**src/rtl/edge_detect_pkg.sv**
```systemverilog
// Shared constants for the edge detector bank: MODE selector strings and the
// debounce counter width helper.
package edge_detect_pkg;

  localparam string MODE_RISING  = "RISING";
  localparam string MODE_FALLING = "FALLING";
  localparam string MODE_BOTH    = "BOTH";

  // Counter wide enough to hold DEBOUNCE_CYCLES-1 with one bit of headroom.
  function automatic int unsigned cnt_width(input int unsigned cycles);
    return $clog2(cycles) + 32'd1;
  endfunction

endpackage

```
**src/rtl/edge_detect_chan.sv**
```systemverilog
// One channel of the edge detector bank: synchroniser chain, optional debounce
// filter, MODE-qualified edge pulse and a sticky event flag.
// Optional debounce filter is compiled in by defining EDGE_DETECT_DEBOUNCE_EN.
module edge_detect_chan
  import edge_detect_pkg::*;
#(
  parameter int    SYNC_STAGES     = 2,
  parameter string MODE            = "BOTH",
  parameter int    DEBOUNCE_CYCLES = 16
) (
  input  logic clk,
  input  logic rst,
  input  logic in,
  input  logic flag_clr,
  output logic pulse,
  output logic level,
  output logic flag
);

  if (SYNC_STAGES < 2) begin : g_bad_sync
    $error("edge_detect_chan: SYNC_STAGES must be at least 2");
  end
  if (DEBOUNCE_CYCLES < 1) begin : g_bad_debounce
    $error("edge_detect_chan: DEBOUNCE_CYCLES must be at least 1");
  end
  if (!((MODE == MODE_RISING) || (MODE == MODE_FALLING) || (MODE == MODE_BOTH))) begin : g_bad_mode
    $error("edge_detect_chan: MODE must be RISING, FALLING or BOTH");
  end

  localparam logic DET_RISE = (MODE == MODE_RISING)  || (MODE == MODE_BOTH);
  localparam logic DET_FALL = (MODE == MODE_FALLING) || (MODE == MODE_BOTH);

  logic [SYNC_STAGES-1:0] sync_q;
  logic                   sync;
  logic                   level_d;
  logic                   pulse_d;

  // Synchroniser chain: stage 0 samples the asynchronous input.
  always_ff @(posedge clk or posedge rst) begin
    if (rst) sync_q <= '0;
    else     sync_q <= {sync_q[SYNC_STAGES-2:0], in};
  end

  assign sync = sync_q[SYNC_STAGES-1];

`ifdef EDGE_DETECT_DEBOUNCE_EN
  localparam int unsigned CW = cnt_width(DEBOUNCE_CYCLES);
  localparam logic [CW-1:0] CNT_LAST = CW'(DEBOUNCE_CYCLES - 1);

  logic [CW-1:0] cnt_q;
  logic [CW-1:0] cnt_d;

  // Accept a new level only after it has disagreed with the current one for
  // DEBOUNCE_CYCLES consecutive cycles; the counter restarts on acceptance.
  always_comb begin
    level_d = level;
    cnt_d   = '0;
    if (sync != level) begin
      if (cnt_q == CNT_LAST) level_d = sync;
      else                   cnt_d   = cnt_q + CW'(1);
    end
  end

  // Debounce counter register.
  always_ff @(posedge clk or posedge rst) begin
    if (rst) cnt_q <= '0;
    else     cnt_q <= cnt_d;
  end
`else
  // Without the filter the level simply follows the synchronised input.
  always_comb begin
    level_d = sync;
  end
`endif

  // Pulse is computed from the upcoming level change so it registers on the
  // same edge as the level itself.
  always_comb begin
    pulse_d = (DET_RISE & level_d & ~level) | (DET_FALL & ~level_d & level);
  end

  // Level, pulse and sticky flag registers; a pulse overrides a clear.
  always_ff @(posedge clk or posedge rst) begin
    if (rst) begin
      level <= 1'b0;
      pulse <= 1'b0;
      flag  <= 1'b0;
    end else begin
      level <= level_d;
      pulse <= pulse_d;
      flag  <= pulse | (flag & ~flag_clr);
    end
  end

endmodule

```
**src/rtl/edge_detect_bank.sv**
```systemverilog
// Bank of WIDTH independent edge detector channels.
// Optional debounce filter is compiled in by defining EDGE_DETECT_DEBOUNCE_EN.
module edge_detect_bank
  import edge_detect_pkg::*;
#(
  parameter int    WIDTH           = 8,
  parameter int    SYNC_STAGES     = 2,
  parameter string MODE            = "BOTH",
  parameter int    DEBOUNCE_CYCLES = 16
) (
  input  logic             clk,
  input  logic             rst,
  input  logic [WIDTH-1:0] in,
  output logic [WIDTH-1:0] pulse,
  output logic [WIDTH-1:0] level,
  output logic [WIDTH-1:0] flag,
  input  logic [WIDTH-1:0] flag_clr
);

  if ((WIDTH < 1) || (WIDTH > 32)) begin : g_bad_width
    $error("edge_detect_bank: WIDTH must be in 1..32");
  end

  for (genvar i = 0; i < WIDTH; i++) begin : g_chan
    edge_detect_chan #(
      .SYNC_STAGES     (SYNC_STAGES),
      .MODE            (MODE),
      .DEBOUNCE_CYCLES (DEBOUNCE_CYCLES)
    ) u_chan (
      .clk      (clk),
      .rst      (rst),
      .in       (in[i]),
      .flag_clr (flag_clr[i]),
      .pulse    (pulse[i]),
      .level    (level[i]),
      .flag     (flag[i])
    );
  end

endmodule

```
**config.mk**
```make
export PLATFORM = sky130hd
export DESIGN_NAME = edge_detect_bank
export DESIGN_NICKNAME = d
export VERILOG_FILES = /design/src/rtl/edge_detect_pkg.sv /design/src/rtl/edge_detect_chan.sv /design/src/rtl/edge_detect_bank.sv
export SDC_FILE = /design/constraint.sdc
export NUM_CORES = 1
export LEC_CHECK = 0
export ABC_CLOCK_PERIOD_IN_PS = 1800
export BUFFER_PORTS_ARGS = -buffer_cell sky130_fd_sc_hd__buf_2
export CAP_MARGIN = 0
export CORE_MARGIN = 3
export CORE_UTILIZATION = 52
export CTS_CLUSTER_SIZE = 20
export DETAILED_ROUTE_END_ITERATION = 12
export HOLD_SLACK_MARGIN = 0.06
export PLACE_DENSITY = 0.84
export SETUP_SLACK_MARGIN = 0.05
export SYNTH_ARGS = -nofsm -noshare
export SYNTH_HDL_FRONTEND = slang
export SYNTH_SLANG_ARGS = --single-unit
```
**constraint.sdc**
```tcl
create_clock -name clk -period 1.8 [get_ports clk]
set_input_delay 0.09 -clock clk [delete_from_list [all_inputs] [get_ports clk]]
set_output_delay 0.09 -clock clk [all_outputs]
set_load 0.03 [all_outputs]
```
### Word level (Yosys, flattened, before mapping)

Index checks and enable logic that the tools add are counted.

| storage, ports and cells | value |
|---|---|
| output and inout port bits | 24 |
| register bits | 40 |
| input bits | 18 |

| operators by class | value |
|---|---|
| bitwise logic cells | 64 |

Operator list:

| cell | count |
|---|---|
| AND 1 bit | 24 |
| inverter 1 bit | 24 |
| bitwise OR 1 bit | 16 |

### Longest topological paths before layout

Gate-level depths: netlist (run 1).

| logic depth | value |
|---|---|
| depth after elaboration | 3 |
| mapped depth | 2 |
| mapped depth without buffers | 2 |

### Modules after synthesis

From an unflattened synthesis (run 1), not the netlist that was laid out.

| unflattened totals | value |
|---|---|
| cells, all modules | 72 |
| area total of the unflattened synthesis | 1,191.1 um^2 |

By module, submodules not included:

| module | cells each | seq. area each (um^2) | area an instance (um^2) | instances |
|---|---|---|---|---|
| edge_detect_chan | 9 | 125.1 | 148.9 | 8 |

### Least setup slack after synthesis (run 1)

OpenSTA, ideal clock, no wires.

| timing | value |
|---|---|
| path kind | reg-to-reg |
| from | register g_chan[0].u_chan.sync_q[1] |
| to | register g_chan[0].u_chan.pulse |
| stages on the path, launching flop included | 2 |
| clock period less this slack | 0.632 ns |
| path slack | 1.168 ns |
| setup time | 0.123 ns |
| data arrival time | 0.509 ns |
| cells stage by stage | dfrtp_1 > xor2_1 |

| between the ends | value |
|---|---|
| cells in the longest elaborated chain, start to end | 3 |
| elaborated cells between the ends (all ways) | 4 |

Ends and longest elaborated chain:

| what | line | RTL |
|---|---|---|
| from (decl) | edge_detect_chan.sv:33 | `logic [SYNC_STAGES-1:0] sync_q;` |
| from (signal assigned) | edge_detect_chan.sv:41 | `else sync_q <= {sync_q[SYNC_STAGES-2:0], in};` |
| inverter 1 bit | edge_detect_chan.sv:79 | `pulse_d = (DET_RISE & level_d & ~level) \| (DET_FALL & ~level_d & level);` |
| AND 1 bit | edge_detect_chan.sv:79 |  |
| bitwise OR 1 bit (*) | edge_detect_chan.sv:79 |  |
| via g_chan[0].u_chan.pulse_d | edge_detect_chan.sv:36 | `logic pulse_d;` |
| to (signal assigned) | edge_detect_chan.sv:90 | `pulse <= pulse_d;` |
| to (decl) | edge_detect_chan.sv:15 | `output logic pulse,` |

The timed path passes the listed nets; every way through them passes the cells marked *.

### Final worst setup path (run 1)

| timing | value |
|---|---|
| from | register g_chan[2].u_chan.level |
| to | output level[2] |

RTL lines:

| what | line | RTL |
|---|---|---|
| from (decl) | edge_detect_chan.sv:16 | `output logic level,` |
| from (signal assigned) | edge_detect_chan.sv:89 | `level <= level_d;` |
| to (decl) | edge_detect_bank.sv:15 | `output logic [WIDTH-1:0] level,` |

No word-level cell between the ends.

==> flow_summary_export.csv, run 1 <==
group,metric,value,unit
status,outcome,"completed",
pwr,p_per_area,1010,nW/um2
worst_setup_path,worstPathCellList,"buf_2",
worst_setup_path,critPathBufInv,1,
clock_tree,cts_tree,"done",
clock_tree,hold_buffers,17,
worst_setup_path,cp-end-kind,"primary output",
timing,setup_viol,0,
place,dp_hpwl,1.29,mm
floorplan,dieHeight,56.9,um
worst_setup_path,ff2ff_setup_slack,1.12,ns
layout,seq_area,1000,um2
yosys,synth_compound_area_frac,0.0447,
floorplan,rows,17,
clock_tree,clock-sinks,40,
grt,grt_pass1_wl,3.22,mm
worst_setup_path,critPathArrivalTime,0.93,ns
timing,tns,0,ns
drt,wirelength,1.91,mm
grt,grt_max_degree,41,
place,gp_congestion,0.654,
drt,via_per_inst,4.36,
clock_tree,h-tree-depth,2,
yosys,synth_top_area_share,0.744,
floorplan,die_area,3230,um2
drt,drtIter0Drc,10,
layout,final_area,1630,um2
worst_setup_path,rr_worst_depth,1,
floorplan,chipWidth,56.9,um
worst_setup_path,cpPeakStageDelay,0.41,ns
worst_setup_path,critPathKind,"reg -> out",
worst_setup_path,rr_startpoint,"g_chan[1].u_chan.sync_q[1]$_DFF_PP0_",
worst_setup_path,worst_path_max_delay_cell,"dfrtp_1",
timing,drv_slew,0,
worst_setup_path,critPathLaunchType,"flip-flop",
grt,overflow,0,
hold_path,hold_end,"g_chan[0].u_chan.sync_q[1]$_DFF_PP0_",
layout,fin_nets,149,
drt,drcViolationCount,0,
drt,first_pass_iters,4,
layout,layout_common_cells,"buf_2, dfrtp_1, dlygate4sd3_1, inv_1",
clock_tree,postCtsSetupBuffers,0,
place,placed_area,1410,um2
timing,slew_headroom,0.690,
clock_tree,cts_made_buffers,5,
yosys,synth_top_family_by_area,"buffers and inverters",
worst_setup_path,path_max_fanout,2,
yosys,synth-simple-area-share,0,
yosys,synth_cell_types,5,
yosys,synth_area_leaders,"dfrtp_1, buf_4, xor2_1, a21o_1, inv_1",
worst_setup_path,cp_top_family,"flip-flops",
layout,fill_cells,158,
hold_path,holdPathStages,0,
yosys,synth-adder-area-share,0,
layout,drive_gt1_frac,0.366,
clock_tree,clockBufferDepth,2,
layout,area_growth,21.1,%
worst_setup_path,r2r-end,"g_chan[1].u_chan.pulse$_DFF_PP0_",
drt,wl_per_cell,12.0,um
clock_tree,clk_pin_slew,0.10,ns
timing,rsz0062_at_grt,"false",
clock_tree,insertion_delay,0.33,ns
yosys,post_synth.cell_area_avg,15.1,um2
hold_path,worstHoldPathType,"reg -> reg",
yosys,synthCells,89,
floorplan,initial_utilization,0.575,
floorplan,pin_count,42,
timing,worst_pin_slew,0.466,ns
timing,clock.fmax,0.976,GHz
pwr,p_leak,0.846,nW
layout,final_common_cell,"buf_2",
yosys,syn_nets,107,
yosys,synth_xor_area_frac,0.0521,
hold_path,min_from,"g_chan[0].u_chan.sync_q[0]$_DFF_PP0_",
yosys,ys_seq_area_frac,0.744,
timing,finClkSkew,0.00826,ns
clock_tree,cts-root-buf,"clkbuf_4",
yosys,synth_top_cell_by_area,"dfrtp_1",
grt,grt_pass1_vias,741,
yosys,netlist_area,1350,um2
place,port_buffers,41,
timing,period_share,0.569,
worst_setup_path,cp-startpoint,"g_chan[2].u_chan.level$_DFF_PP0_",
worst_setup_path,crit_required,1.71,ns
timing,finalCriticalPeriod,1.02,ns
yosys,ys_ff_latch,40,
grt,grt_usage,0.142,
clock_tree,cts_resized,0,
layout,multi_input_area,130,um2
yosys,yosysWarnings,0,
drt,num_vias,694,
pwr,ir_drop,0.000783,V
floorplan,core,2340,um2
job,maxCapViolations,0,
grt,grt_antenna_before_repair,0,
yosys,synthMuxAreaShare,0,
timing,final_hold_viol_count,0,
drt,ant_nets,0,
layout,diodes,0,
==> logic make-up (layout without fill, tap and decap cells) <==
logic type,count (synthesis),in the layout
flip-flops,40,40
buffers and inverters,33,75
AO/OA/AOI/OAI,8,8
XOR/XNOR,8,8
==> synthesized netlist by cell type <==
library cell  number
buf_4             24
inv_1              9
xor2_1             8
dfrtp_1           40
a21o_1             8
==> power by group <==
group	switching [W]	leakage [nW]	internal [W]
Combinational	0.000155	0.359	0.0000911
Sequential	0.0000335	0.459	0.000964
Clock	0.000250	0.0281	0.000144
Total	0.000439	0.846	0.00120
==> state kept, by name (all words and copies together) (netlist names) <==
| register | count |
|---|---|
| g_chan.u_chan.level | 8 |
| g_chan.u_chan.sync_q | 16 |
| g_chan.u_chan.pulse | 8 |
| g_chan.u_chan.flag | 8 |
==> routing by layer <==
metal,vias up,share of wire,GRT usage
met5,-,0,0
met4,0,0.022,0.0695
met3,5,0.072,0.0828
met2,25,0.55,0.239
met1,335,0.36,0.136
li1,329,-,-
==> how the worst max path moves through the flow <==
stage | to | slack, ns | cells after the start
after detailed placement | g_chan[3].u_chan.pulse$_DFF_PP0_ | 1.14 | 1
after floorplan | g_chan[0].u_chan.flag$_DFF_PP0_ | 0.79 | 1
after global routing | level[6] | 0.70 | 1
after CTS | level[2] | 0.76 | 1
final | level[2] | 0.78 | 1
after global placement | level[4] | 1.15 | 1
==> layout make-up <==
class	instances	area share
clock buffers	6	0.0253
inverters	9	0.0207
flip-flops and latches	40	0.614
repair buffers	59	0.235
clock inverters	1	0.00307
well taps	28	0.0215
multi-input cells	16	0.0799
==> metrics by stage <==
stage / worst slack, ns / util / hold slack, ns / power [W] / cells
final: 0.775 / 0.696 / 0.357 / 0.00164 / 159
after global routing: 0.702 / 0.696 / 0.358 / 0.00174 / 159
after CTS: 0.763 / 0.696 / 0.358 / 0.00166 / 159
after floorplan: 0.792 / - / 0.121 / 0.00122 / 89
after global placement: 1.15 / 0.604 / 0.199 / 0.00123 / 135
after detailed placement: 1.14 / 0.604 / 0.199 / 0.00124 / 135
No activity file was read; power rests on OpenSTA's default activity.
==> run 2: changes to the inputs <==
--- a/config.mk
+++ b/config.mk
@@ -5,15 +5,15 @@
 export SDC_FILE = /design/constraint.sdc
 export NUM_CORES = 1
 export LEC_CHECK = 0
-export ABC_CLOCK_PERIOD_IN_PS = 1800
+export ABC_CLOCK_PERIOD_IN_PS = 900
 export BUFFER_PORTS_ARGS = -buffer_cell sky130_fd_sc_hd__buf_2
 export CAP_MARGIN = 0
 export CORE_MARGIN = 3
-export CORE_UTILIZATION = 52
+export CORE_UTILIZATION = 44
 export CTS_CLUSTER_SIZE = 20
 export DETAILED_ROUTE_END_ITERATION = 12
 export HOLD_SLACK_MARGIN = 0.06
-export PLACE_DENSITY = 0.84
+export PLACE_DENSITY = 0.76
 export SETUP_SLACK_MARGIN = 0.05
 export SYNTH_ARGS = -nofsm -noshare
 export SYNTH_HDL_FRONTEND = slang
==> constraint.sdc (replaced) <==
create_clock -name clk -period 0.9 [get_ports clk]
set_input_delay 0.045 -clock clk [delete_from_list [all_inputs] [get_ports clk]]
set_output_delay 0.045 -clock clk [all_outputs]
set_load 0.03 [all_outputs]
==> run 2 against run 1 <==
Net effect:
- worst setup slack worse by 0.82 ns
- non-clock buffer count grew 18
- wire length grew 15%
- combinational power grew to 2.9 times the previous value
- first-iteration DRC count rose by 80%
- sequential share of layout area down 11 points
- the flow now finishes with violations (negative setup slack)
- register-to-register slack got worse by 1.1 ns
- critical path depth unchanged
- clock skew is 0.0036 ns lower
==> flow_summary_export.csv, run 2 (synthesis results as in run 1) <==
group,metric,value,unit
pwr,p_per_area,2010,nW/um2
worst_setup_path,cp-end-kind,"primary output",
pwr,ir_drop,0.00148,V
worst_setup_path,critPathBufInv,1,
grt,grt_pass1_wl,3.32,mm
place,post-place-ws,0.226,ns
floorplan,pin_count,42,
layout,diodes,0,
worst_setup_path,cpPeakStageDelay,0.42,ns
drt,via_per_inst,4.27,
timing,finClkSkew,0.00463,ns
worst_setup_path,critPathKind,"reg -> out",
grt,grt_max_degree,41,
drt,num_vias,773,
clock_tree,clk_pin_slew,0.11,ns
floorplan,chipWidth,61.3,um
clock_tree,cts-root-buf,"clkbuf_4",
worst_setup_path,worst_path_max_delay_cell,"dfrtp_1",
layout,top_register,"g_chan.u_chan.sync_q",
timing,tns,-0.589,ns
drt,wl_per_cell,12.1,um
drt,drtIter0Drc,18,
clock_tree,clock-sinks,40,
status,outcome,"complete, but fails checks",
clock_tree,insertion_delay,0.33,ns
worst_setup_path,critPathArrivalTime,0.90,ns
floorplan,die_area,3760,um2
layout,largest_reg_flops,16,
layout,layout_common_cells,"dfrtp_1, buf_6, dlygate4sd3_1, buf_2, buf_4",
timing,slew_headroom,0.866,
hold_path,worstHoldPathType,"in -> async",
timing,final_hold_viol_count,0,
timing,clock.fmax,1.06,GHz
layout,multi_input_area,130,um2
grt,grt_usage,0.130,
clock_tree,h-tree-depth,2,
layout,drive_gt1_frac,0.460,
timing,finalCriticalPeriod,0.942,ns
place,placed_area,1430,um2
timing,period_share,1.05,
timing,setup_slack,-0.0416,ns
grt,grt_pass1_vias,802,
worst_setup_path,worstPathCellList,"buf_6",
floorplan,core,2830,um2
timing,rsz0062_at_grt,"true",
grt,overflow,0,
worst_setup_path,crit_required,0.85,ns
drt,ant_nets,0,
layout,fill_cells,180,
layout,seq_area,1000,um2
layout,final_common_cell,"dfrtp_1",
drt,drcViolationCount,0,
worst_setup_path,critPathLaunchType,"flip-flop",
clock_tree,cts_made_buffers,5,
pwr,p_total,0.00399,W
drt,wirelength,2.20,mm
timing,worst_pin_slew,0.202,ns
floorplan,initial_utilization,0.475,
job,maxCapViolations,0,
worst_setup_path,path_max_fanout,2,
clock_tree,clockBufferDepth,2,
floorplan,rows,19,
clock_tree,cts_tree,"done",
layout,fin_nets,167,
drt,first_pass_iters,3,
place,dp_hpwl,1.34,mm
pwr,p_leak,1.01,nW
grt,grt_antenna_before_repair,0,
layout,area_growth,47.7,%
place,port_buffers,41,
layout,final_area,1990,um2
status,violations,"negative setup slack",
timing,setup_viol,25,
worst_setup_path,cp_top_family,"flip-flops",
place,gp_congestion,0.624,
floorplan,dieHeight,61.3,um
timing,drv_slew,0,
run 2: cell types whose count changed in the layout (fill, tap and decap cells not counted):
cell,change
clkbuf_1,-1
clkbuf_8,+2
buf_4,+16
bufinv_16,+1
buf_6,+25
buf_2,-24
clkinvlp_4,+1
inv_1,-1
clkinv_2,-1
buf_12,+1
run 2: per-stage QoR:
step	instances	utilization	hold WS, ns
2_1_floorplan	89	-	0.0238
3_3_place_gp	138	0.506	0.0961
3_5_place_dp	138	0.506	0.105
4_1_cts	176	0.688	0.284
5_1_grt	181	0.702	0.293
6_report	181	0.702	0.297
run 2: final cells by class:
class | instances | area share
well taps | 31 | 0.0195
clock inverters | 1 | 0.0151
clock buffers | 7 | 0.0327
multi-input cells | 16 | 0.0655
inverters | 9 | 0.0189
flip-flops and latches | 40 | 0.504
repair buffers | 77 | 0.344
run 2: where the power goes:
| group | total [W] | internal [W] | switching (W) |
|---|---|---|---|
| Clock | 0.00126 | 0.000738 | 0.000525 |
| Combinational | 0.000711 | 0.000373 | 0.000338 |
| Sequential | 0.00202 | 0.00193 | 0.0000893 |
run 2: per-layer routing:
metal,vias to the layer above,global-route usage,wire length [um]
met5,-,0,0
li1,365,-,-
met4,0,0.0836,38
met2,24,0.236,1280
met1,379,0.124,777
met3,5,0.0440,105
run 2: path summary, 6_finish.rpt:
| path | start | end | slack, ns | cells past startpoint |
|---|---|---|---|---|
| worst max register to register | g_chan[3].u_chan.flag$_DFF_PP0_ | g_chan[3].u_chan.flag$_DFF_PP0_ | -0.01 | 3 |
| min in group clk | in[3] | g_chan[3].u_chan.sync_q[0]$_DFF_PP0_ | 0.35 | 2 |
| worst min-delay path | rst | g_chan[1].u_chan.pulse$_DFF_PP0_ | 0.30 | 4 |
| max in group asynchronous | rst | g_chan[5].u_chan.sync_q[0]$_DFF_PP0_ | 0.42 | 4 |
| worst min register to register | g_chan[6].u_chan.sync_q[0]$_DFF_PP0_ | g_chan[6].u_chan.sync_q[1]$_DFF_PP0_ | 0.36 | 0 |
| worst max-delay path | g_chan[6].u_chan.flag$_DFF_PP0_ | flag[6] | -0.04 | 1 |
run 2: timing repair:
item / CTS / global route
buffers inserted: 13 / 5
hold endpoints to repair: 56 / 0
resized for setup: 48 / 1
setup endpoints to repair: 24 / 24
hold buffers: 17 / 0
